`src/rtl/axil_pkg.sv`:
```
// Shared definitions for the AXI4-Lite slave bridge: response codes,
// write/read FSM state encodings and default bus widths.
package axil_pkg;

    localparam int AXIL_ADDR_W = 20;
    localparam int AXIL_DATA_W = 32;

    localparam logic [1:0] RESP_OKAY   = 2'b00;
    localparam logic [1:0] RESP_SLVERR = 2'b10;

    typedef enum logic [1:0] {
        W_IDLE,
        W_EXEC,
        W_RESP
    } wr_state_t;

    typedef enum logic [1:0] {
        R_IDLE,
        R_ISSUE,
        R_WAIT,
        R_RESP
    } rd_state_t;

endpackage

```
`src/rtl/axil_read_engine.sv`:
```
// Read side of the AXI4-Lite bridge: AR capture, single-cycle rd_en pulse,
// fixed-latency wait on the accelerator read port, and R response.
module axil_read_engine
    import axil_pkg::*;
#(
    parameter int          ADDR_WIDTH = AXIL_ADDR_W,
    parameter int          DATA_WIDTH = AXIL_DATA_W,
    parameter int          RD_LATENCY = 1,
    parameter bit          ADDR_CHECK = 1'b0,
    parameter int unsigned HIGH_ADDR  = 547922
) (
    input  logic                  clk,
    input  logic                  rst,
    input  logic [ADDR_WIDTH-1:0] i_araddr,
    input  logic                  i_arvalid,
    output logic                  o_arready,
    output logic [DATA_WIDTH-1:0] o_rdata,
    output logic [1:0]            o_rresp,
    output logic                  o_rvalid,
    input  logic                  i_rready,
    output logic [ADDR_WIDTH-1:0] o_rd_addr,
    output logic                  o_rd_en,
    input  logic [DATA_WIDTH-1:0] i_rd_data
);

    localparam logic [ADDR_WIDTH-1:0] HIGH_LIM = ADDR_WIDTH'(HIGH_ADDR);
    localparam logic [2:0]            LAT      = 3'(RD_LATENCY);

    rd_state_t             r_rstate;
    logic                  r_arready;
    logic                  r_rvalid;
    logic [1:0]            r_rresp;
    logic [DATA_WIDTH-1:0] r_rdata;
    logic [ADDR_WIDTH-1:0] r_rd_addr;
    logic                  r_rd_en;
    logic [2:0]            r_cnt;

    logic w_ar_hs;
    logic w_ar_bad;

    assign w_ar_hs  = i_arvalid & r_arready;
    assign w_ar_bad = ADDR_CHECK && (i_araddr >= HIGH_LIM);

    always_ff @(posedge clk) begin
        if (rst) begin
            r_rstate  <= R_IDLE;
            r_arready <= 1'b0;
            r_rvalid  <= 1'b0;
            r_rresp   <= RESP_OKAY;
            r_rdata   <= '0;
            r_rd_addr <= '0;
            r_rd_en   <= 1'b0;
            r_cnt     <= '0;
        end else begin
            case (r_rstate)
                R_IDLE: begin
                    if (w_ar_hs) begin
                        r_arready <= 1'b0;
                        if (w_ar_bad) begin
                            r_rdata  <= '0;
                            r_rresp  <= RESP_SLVERR;
                            r_rvalid <= 1'b1;
                            r_rstate <= R_RESP;
                        end else begin
                            r_rd_addr <= i_araddr;
                            r_rd_en   <= 1'b1;
                            r_rstate  <= R_ISSUE;
                        end
                    end else begin
                        r_arready <= 1'b1;
                    end
                end
                R_ISSUE: begin
                    r_rd_en  <= 1'b0;
                    r_cnt    <= 3'd1;
                    r_rstate <= R_WAIT;
                end
                R_WAIT: begin
                    // r_cnt is the number of cycles since the rd_en pulse;
                    // the address stays on o_rd_addr the whole time.
                    if (r_cnt == LAT) begin
                        r_rdata  <= i_rd_data;
                        r_rresp  <= RESP_OKAY;
                        r_rvalid <= 1'b1;
                        r_rstate <= R_RESP;
                    end else begin
                        r_cnt <= r_cnt + 3'd1;
                    end
                end
                R_RESP: begin
                    if (i_rready) begin
                        r_rvalid  <= 1'b0;
                        r_arready <= 1'b1;
                        r_rstate  <= R_IDLE;
                    end
                end
                default: r_rstate <= R_IDLE;
            endcase
        end
    end

    assign o_arready = r_arready;
    assign o_rvalid  = r_rvalid;
    assign o_rresp   = r_rresp;
    assign o_rdata   = r_rdata;
    assign o_rd_addr = r_rd_addr;
    assign o_rd_en   = r_rd_en;

endmodule

```
`src/rtl/axil_slave_bridge.sv`:
```
// AXI4-Lite slave to flat accelerator register strobes; write FSM lives here,
// reads go through axil_read_engine. Define AXIL_ADDR_CHECK_EN for SLVERR on
// addresses at or above HIGH_ADDR.
module axil_slave_bridge
    import axil_pkg::*;
#(
    parameter int          ADDR_WIDTH = AXIL_ADDR_W,
    parameter int          DATA_WIDTH = AXIL_DATA_W,
    parameter int          RD_LATENCY = 1,
    parameter int unsigned HIGH_ADDR  = 547922
) (
    input  logic                    clk,
    input  logic                    rst,
    input  logic [ADDR_WIDTH-1:0]   s_axi_awaddr,
    input  logic                    s_axi_awvalid,
    output logic                    s_axi_awready,
    input  logic [DATA_WIDTH-1:0]   s_axi_wdata,
    input  logic [DATA_WIDTH/8-1:0] s_axi_wstrb,
    input  logic                    s_axi_wvalid,
    output logic                    s_axi_wready,
    output logic [1:0]              s_axi_bresp,
    output logic                    s_axi_bvalid,
    input  logic                    s_axi_bready,
    input  logic [ADDR_WIDTH-1:0]   s_axi_araddr,
    input  logic                    s_axi_arvalid,
    output logic                    s_axi_arready,
    output logic [DATA_WIDTH-1:0]   s_axi_rdata,
    output logic [1:0]              s_axi_rresp,
    output logic                    s_axi_rvalid,
    input  logic                    s_axi_rready,
    output logic [ADDR_WIDTH-1:0]   axi_wr_addr,
    output logic [DATA_WIDTH-1:0]   axi_wr_data,
    output logic [DATA_WIDTH/8-1:0] axi_wr_strobe,
    output logic                    axi_wr_en,
    output logic [ADDR_WIDTH-1:0]   axi_rd_addr,
    output logic                    axi_rd_en,
    input  logic [DATA_WIDTH-1:0]   axi_rd_data
);

    localparam int STRB_W = DATA_WIDTH / 8;

`ifdef AXIL_ADDR_CHECK_EN
    localparam bit ADDR_CHECK = 1'b1;
`else
    localparam bit ADDR_CHECK = 1'b0;
`endif

    localparam logic [ADDR_WIDTH-1:0] HIGH_LIM = ADDR_WIDTH'(HIGH_ADDR);

    wr_state_t             r_wstate;
    logic                  r_awready;
    logic                  r_wready;
    logic                  r_aw_held;
    logic                  r_w_held;
    logic                  r_bvalid;
    logic [1:0]            r_bresp;
    logic                  r_wr_en;
    logic [ADDR_WIDTH-1:0] r_wr_addr;
    logic [DATA_WIDTH-1:0] r_wr_data;
    logic [STRB_W-1:0]     r_wr_strb;

    logic                  w_aw_hs;
    logic                  w_w_hs;
    logic                  w_aw_done;
    logic                  w_w_done;
    logic [ADDR_WIDTH-1:0] w_wr_addr_nxt;
    logic                  w_wr_bad;

    // AW and W are tracked separately so either may arrive first.
    assign w_aw_hs       = s_axi_awvalid & r_awready;
    assign w_w_hs        = s_axi_wvalid & r_wready;
    assign w_aw_done     = r_aw_held | w_aw_hs;
    assign w_w_done      = r_w_held | w_w_hs;
    assign w_wr_addr_nxt = w_aw_hs ? s_axi_awaddr : r_wr_addr;
    assign w_wr_bad      = ADDR_CHECK && (w_wr_addr_nxt >= HIGH_LIM);

    always_ff @(posedge clk) begin
        if (rst) begin
            r_wstate  <= W_IDLE;
            r_awready <= 1'b0;
            r_wready  <= 1'b0;
            r_aw_held <= 1'b0;
            r_w_held  <= 1'b0;
            r_bvalid  <= 1'b0;
            r_bresp   <= RESP_OKAY;
            r_wr_en   <= 1'b0;
            r_wr_addr <= '0;
            r_wr_data <= '0;
            r_wr_strb <= '0;
        end else begin
            r_wr_en <= 1'b0;
            case (r_wstate)
                W_IDLE: begin
                    if (w_aw_hs) begin
                        r_wr_addr <= s_axi_awaddr;
                        r_aw_held <= 1'b1;
                    end
                    if (w_w_hs) begin
                        r_wr_data <= s_axi_wdata;
                        r_wr_strb <= s_axi_wstrb;
                        r_w_held  <= 1'b1;
                    end
                    r_awready <= !w_aw_done;
                    r_wready  <= !w_w_done;
                    if (w_aw_done && w_w_done) begin
                        r_aw_held <= 1'b0;
                        r_w_held  <= 1'b0;
                        if (w_wr_bad) begin
                            r_bresp  <= RESP_SLVERR;
                            r_bvalid <= 1'b1;
                            r_wstate <= W_RESP;
                        end else begin
                            r_wr_en  <= 1'b1;
                            r_wstate <= W_EXEC;
                        end
                    end
                end
                W_EXEC: begin
                    r_bresp  <= RESP_OKAY;
                    r_bvalid <= 1'b1;
                    r_wstate <= W_RESP;
                end
                W_RESP: begin
                    // Readys come back together with the B handshake so the
                    // next AW/W can be taken on the very next cycle.
                    if (s_axi_bready) begin
                        r_bvalid  <= 1'b0;
                        r_awready <= 1'b1;
                        r_wready  <= 1'b1;
                        r_wstate  <= W_IDLE;
                    end
                end
                default: r_wstate <= W_IDLE;
            endcase
        end
    end

    assign s_axi_awready = r_awready;
    assign s_axi_wready  = r_wready;
    assign s_axi_bvalid  = r_bvalid;
    assign s_axi_bresp   = r_bresp;
    assign axi_wr_en     = r_wr_en;
    assign axi_wr_addr   = r_wr_addr;
    assign axi_wr_data   = r_wr_data;
    assign axi_wr_strobe = r_wr_strb;

    axil_read_engine #(
        .ADDR_WIDTH (ADDR_WIDTH),
        .DATA_WIDTH (DATA_WIDTH),
        .RD_LATENCY (RD_LATENCY),
        .ADDR_CHECK (ADDR_CHECK),
        .HIGH_ADDR  (HIGH_ADDR)
    ) u_read_engine (
        .clk       (clk),
        .rst       (rst),
        .i_araddr  (s_axi_araddr),
        .i_arvalid (s_axi_arvalid),
        .o_arready (s_axi_arready),
        .o_rdata   (s_axi_rdata),
        .o_rresp   (s_axi_rresp),
        .o_rvalid  (s_axi_rvalid),
        .i_rready  (s_axi_rready),
        .o_rd_addr (axi_rd_addr),
        .o_rd_en   (axi_rd_en),
        .i_rd_data (axi_rd_data)
    );

endmodule

```
`config.mk`:
```
export PLATFORM = sky130hd
export DESIGN_NAME = axil_slave_bridge
export DESIGN_NICKNAME = d
export VERILOG_FILES = /design/src/rtl/axil_pkg.sv /design/src/rtl/axil_read_engine.sv /design/src/rtl/axil_slave_bridge.sv
export SDC_FILE = /design/constraint.sdc
export NUM_CORES = 1
export LEC_CHECK = 0
export ABC_AREA = 1
export CORE_MARGIN = 5
export CORE_UTILIZATION = 42
export DETAILED_ROUTE_END_ITERATION = 10
export PLACE_DENSITY = 0.8
export SLEW_MARGIN = 25
export SYNTH_ARGS = -nofsm -noshare
export SYNTH_HDL_FRONTEND = slang
export SYNTH_HIERARCHICAL = 1
export SYNTH_SLANG_ARGS = --single-unit
```
`constraint.sdc`:
```
create_clock -name clk -period 1.75 [get_ports clk]
set_clock_uncertainty 0.2 [all_clocks]
set_input_delay 0.35 -clock clk [delete_from_list [all_inputs] [get_ports clk]]
set_output_delay 0.35 -clock clk [all_outputs]
set_load 0.01 [all_outputs]
```
==> results.ini <==
[power]
p_sw_frac=0.268
leakage_nw=3.68
p_comb_frac=0.223
vdd_drop_max_mv=0.603
clockPowerShare=0.413
p_per_area_nw_per_um2=1160
power.internal_mw=6.79
p_seq_frac=0.364
fin_total_pwr_mw=9.28
p_sw_mw=2.49

[global_routing]
grt_pass1_vias=4550
grt_max_degree=53
gr-total-overflow=0
grtUsageTotal=0.186
grt_pass1_wl_mm=21.8
antenna_found_initial=0

[placement]
place_inst=1007
place_congestion=0.785
post_dp_cell_area_um2=7500
dp_hpwl_mm=9.59
port_buffers=229

[clock_network]
clock_latency_ns=0.39
h-tree-depth=4
clock-sinks=124
path_clk_slew_ns=0.05
cts_resized=115
post-cts-setup-buffer-count=0
numCtsBuffers=17
root_buffer=clkbuf_16
tritoncts=built
clockBufferDepth=2
cts_hold_buffers=0

[setup_path]
cp_max_fo=29
crit_required_ns=1.83
arrival_ns=1.70
critPathBufInv=2
start_kind=flip-flop
crit_path_end_kind=flip-flop
crit_type=flip-flop to flip-flop
max_stage_delay_ns=0.32
r2r_slack_ns=0.13
critical-path-top-delay-family=buffers and inverters
reg2reg_from=u_read_engine/r_rstate[0]
ff2ff_path_depth=6
rr_endpoint=u_read_engine/o_rd_addr[16]
critPathSlowestCell=dfxtp_1
path_cells=inv_1 > ha_1 > nand3_1 > buf_12 > o21ai_0 > a21oi_1

[logic_synthesis]
ys_types=25
async_flop_share=0
yosysSeqAreaShare=0.488
synthTopCellsByArea=dfxtp_1 (49%), nand2_1 (11%), nor2_1 (8.7%), nand3b_1 (8.4%), a21oi_1 (4.9%)
synth_common_cells=nand2_1 (151), dfxtp_1 (124), nor2_1 (118)
ys_ff_latch=124
synth_top_area_frac=0.488
postSynthCellCount=653
synth.avg_cell_area_um2=7.79
synth_most_common_cell=nand2_1
ys.warnings.count=6
synth_ff_type=dfxtp_1
synth-edff-count=0
yosysTopAreaCell=dfxtp_1
netlist_area_um2=5090

[final_layout]
seqCellArea_um2=2480
final_area_um2=8010
finalNetCount=1001
syn2layout_area_growth_pct=57.3
final_layout_size_suffix_gt1_frac=0.0886
num_antenna_cells=0
multi_input_area_um2=2170
final_cell_count_no_fill=1039
fillers=1085

[sta]
fin_crit_sh=0.926
setup_viol=0
max_freq_ghz=0.617
final_max_slew_viol_count=0
slew_headroom=0.628
hold_viol_final=0
tightest_slew_ns=0.557
rsz0062_at_grt=false
fin_crit_ns=1.62

[floorplan]
io-pin-count=234
dieArea_um2=14400
rows=40
die_w_um=120
die_h_um=120
core_um2=12000
start_util=0.426

[routing]
drc=0
drt-initial-drc-count=354
ant_nets=0
dr_wl_met3_mm=1.26
routed_via_density=4.67
wl_per_cell_um=13.1
wl_met1_mm=6.08
wirelength_mm=13.6
firstDrtPassIters=4
met2WireLength_mm=6.04
top_layer=met4
vias=4848

[min_path]
min_from=rst
hold-path-endpoint=s_axi_wready
hold_depth=2
hold_class=input pin to flip-flop

[outcome]
status=finished clean

[flow_run]
cap_violations=0

-- kinds of logic after synthesis --
logic type	Yosys count	share of synthesized area
simple gates	350	0.313
flops	124	0.488
compound gates	85	0.0910
buf+inv	85	0.0892
fa+ha+maj	7	0.0172
other cells	2	0.00148
-- worst register-to-register path, cell delays in order, from the launching register on --
cell and delay, ns:
dfxtp_1 0.32, inv_1 0.13, ha_1 0.22, nand3_1 0.17
buf_12 0.21, o21ai_0 0.19, a21oi_1 0.06
-- state kept, by name, summed over array words and instances, names as in the netlist, 2 cells and up --
name,count
u_read_engine/o_rdata,32
u_read_engine/o_rd_addr,20
axi_wr_data,32
u_read_engine/r_cnt,3
axi_wr_strobe,4
r_wstate,2
axi_wr_addr,20
u_read_engine/r_rstate,2
-- through the flow --
stage	setup WS, ns	hold slack (ns)	util	TNS (ns)
after global placement	0.0368	0.230	0.627	0
after CTS	0.0609	0.0566	0.669	0
final	0.129	0.0640	0.669	0
after global routing	0.0211	0.0952	0.669	0
after detailed placement	-0.0210	0.233	0.627	-0.0210
after floorplan	0.291	0.219	-	0
-- power groups by stage --
| stage | sequential, mW | combinational [mW] | clock, mW |
|---|---|---|---|
| finish | 3.37 | 2.07 | 3.83 |
| global route | 3.43 | 2.30 | 4.04 |
| CTS | 3.38 | 2.09 | 3.90 |
| detailed placement | 3.45 | 2.30 | 0 |
| global placement | 3.44 | 2.27 | 0 |
| floorplan | 3.59 | 1.01 | 0 |
-- how the worst max path moves through the flow --
stage | to | cells past startpoint | start
2_1_floorplan | u_read_engine/o_rd_addr[0] | 5 | u_read_engine/r_rstate[0]
3_3_place_gp | u_read_engine/o_rd_addr[4] | 5 | s_axi_arvalid
4_1_cts | u_read_engine/o_rdata[1] | 6 | u_read_engine/r_rstate[0]
6_report | u_read_engine/o_rd_addr[16] | 6 | u_read_engine/r_rstate[0]
3_5_place_dp | u_read_engine/o_rd_addr[16] | 5 | s_axi_arvalid
5_1_grt | u_read_engine/o_rd_addr[17] | 6 | u_read_engine/r_rstate[0]
-- cells in the final DEF (no fill, tap or decap), types with 2 or more instances in the layout --
master           instances
clkdlybuf4s50_1        113
inv_2                    2
nand3_1                  5
dlygate4sd2_1          115
nor2_2                  10
clkinv_2                 3
clkbuf_8                 2
dfxtp_1                124
clkinv_1                 2
nand2_2                  2
bufinv_16                5
nor3_1                   2
a21oi_1                 50
nand2_1                151
buf_4                   12
buf_12                   6
ha_1                     6
clkbuf_1                 2
clkinv_4                 2
nor2_4                   2
clkbuf_16               17
o21ai_0                 25
conb_1                   4
nand3b_1                57
nor2_1                 118
inv_1                   38
a21oi_2                 10
-- layer usage --
| layer | vias up | GRT usage |
|---|---|---|
| li1 | 2505 | - |
| met1 | 2156 | 0.239 |
| met2 | 172 | 0.288 |
| met3 | 15 | 0.0697 |
| met4 | 0 | 0.0637 |
| met5 | - | 0 |
-- area by class of cell --
cell class | count | area share
Sequential cell | 124 | 0.310
Multi-Input combinational cell | 446 | 0.271
Timing Repair Buffer | 247 | 0.294
Tap cell | 147 | 0.0230
Inverter | 43 | 0.0211
Clock buffer | 21 | 0.0575
Clock inverter | 11 | 0.0237
No activity file was read; power rests on OpenSTA's default activity.
==> RTL change, RTL diff (config.mk and constraints unchanged) <==
Change the package constant `AXIL_ADDR_W` from 20 to 28.
--- a/src/rtl/axil_pkg.sv
+++ b/src/rtl/axil_pkg.sv
@@ -4,3 +4,3 @@
 
-    localparam int AXIL_ADDR_W = 20;
+    localparam int AXIL_ADDR_W = 28;
     localparam int AXIL_DATA_W = 32;
Interface: changed (resized axi_rd_addr, axi_wr_addr, s_axi_araddr and s_axi_awaddr); port bits go from 234 to 266. No check against the original RTL was run, so the function may have changed too.
==> RTL change against the unedited design <==
- routed wire length rose by 19%
- first-iteration DRC count fell by 21%
- synthesized area rose by 14%
- design area rose by 14%
- hold slack got worse by 0.016 ns
- sequential share of layout area fell by 0.36 points
- sequential cell count rose by 16
- clock power fell by 2%
- setup slack got worse by 0.040 ns
- via count rose by 12%
- total power rose by 7.9%
- sequential power rose by 14%
- cell count rose by 14%
- critical path type unchanged
==> RTL change: results (changes against the unedited design) <==
** Setup path
- The path depth of the worst reg2reg path was 7 (+1).
- Reg-to-Reg End :: u_read_engine/o_rd_addr[23]$_SDFFE_PP0P_
- Maximum fanout along the worst path :: 6 (-79%)
- Arrival @ worst endpoint :: 1.75 ns (+0.05 ns)
- The register-to-register path setup slack came to 0.09 ns (-0.04 ns).

** Power and ir drop
- The static leakage is 4.14 nW (+13%).
- The combinational group power came to 2.41 mW (+16%).
- The switching power came to 2.83 mW (+14%).
- The combinational share of power came to 0.241 (+0.018).

** Global routing
- The total routing resource utilization after global routing is 0.196 (+0.0101).
- The pin count of the biggest net entering global routing came to 51 (-3.8%).
- The via count of the first global-routing pass came to 5179 (+14%).

** Timing
- Final Hold Slack :: 0.0478 ns (-0.0163 ns)
- Final worst-path cycle share :: 0.949 (+0.0229)

** Run status
- Status :: finished clean

** Placement
- The final weighted congestion in routability-driven placement came to 0.793 (+1.1%).
- The post-placement worst setup slack is -0.0969 ns (-0.0759 ns).
- The instance area after placement was 8670 sq um (+16%).
- Final HPWL from detailed placement :: 11800 um (+23%)

** Detailed routing
- The wire length reported by the detailed router is 16200 um (+19%).
- Detailed Route Iter0 Violations :: 281 (-21%)

** Synth
- Fraction of the yosys area taken by sequential cells :: 0.482 (-0.00547)
- Top cells by count, synth :: 143 x nor2_1, 140 x dfxtp_1, 129 x nand2_1
- The adder and majority cell fraction of the synthesized area was 0.0151 (-0.00214).

** Cells and area
- The fraction of final layout cells sized beyond drive strength 1 came to 0.131 (+0.0423).
- The fill cell instance count of the final layout is 1205 (+11%).
==> RTL change: cell count changes after synthesis, moves of 11 or more <==
cell     change
nand2_2     +29
nand2_1     -22
buf_2       +14
nor2_1      +25
dfxtp_1     +16
a21oi_2     +20
a21oi_1     -11
==> RTL change: per-layer routing <==
layer | vias up | part of all wire | track usage
li1 | 2811 | - | -
met1 | 2415 | 0.41 | 0.230
met2 | 201 | 0.47 | 0.327
met3 | 9 | 0.11 | 0.0899
met4 | 0 | 0.0079 | 0.0499
met5 | - | 0 | 0
==> RTL change: what timing repair did <==
action                     4_1_cts  5_1_grt
pin swaps                        0        0
setup endpoints to repair      134       28
hold endpoints to repair         0        0
gates resized for setup        132        7
==> RTL change: final cells by class <==
cell class	count	area (sq um)	area share
Inverter	49	186	0.0204
Tap cell	180	225	0.0246
Clock buffer	18	429	0.0469
Clock inverter	14	194	0.0212
Multi-Input combinational cell	493	2520	0.276
Sequential cell	140	2800	0.306
Timing Repair Buffer	287	2790	0.305
==> RTL change: worst max path at each step <==
stage	endpoint	depth (start not counted)
global placement	u_read_engine/o_rd_addr[10]$_SDFFE_PP0P_	5
finish	u_read_engine/o_rd_addr[23]$_SDFFE_PP0P_	7
CTS	u_read_engine/o_rd_addr[13]$_SDFFE_PP0P_	6
global route	u_read_engine/o_rdata[0]$_SDFFE_PP0P_	7
floorplan	u_read_engine/o_rd_addr[22]$_SDFFE_PP0P_	7
detailed placement	u_read_engine/o_rd_addr[15]$_SDFFE_PP0P_	5
==> RTL change: logic make-up after synthesis <==
group                    Yosys count
other                              2
AND/OR/NAND/NOR                  382
adder cells (fa/ha/maj)            7
buffers and inverters             98
AO/OA/AOI/OAI                    100
flip-flops                       140
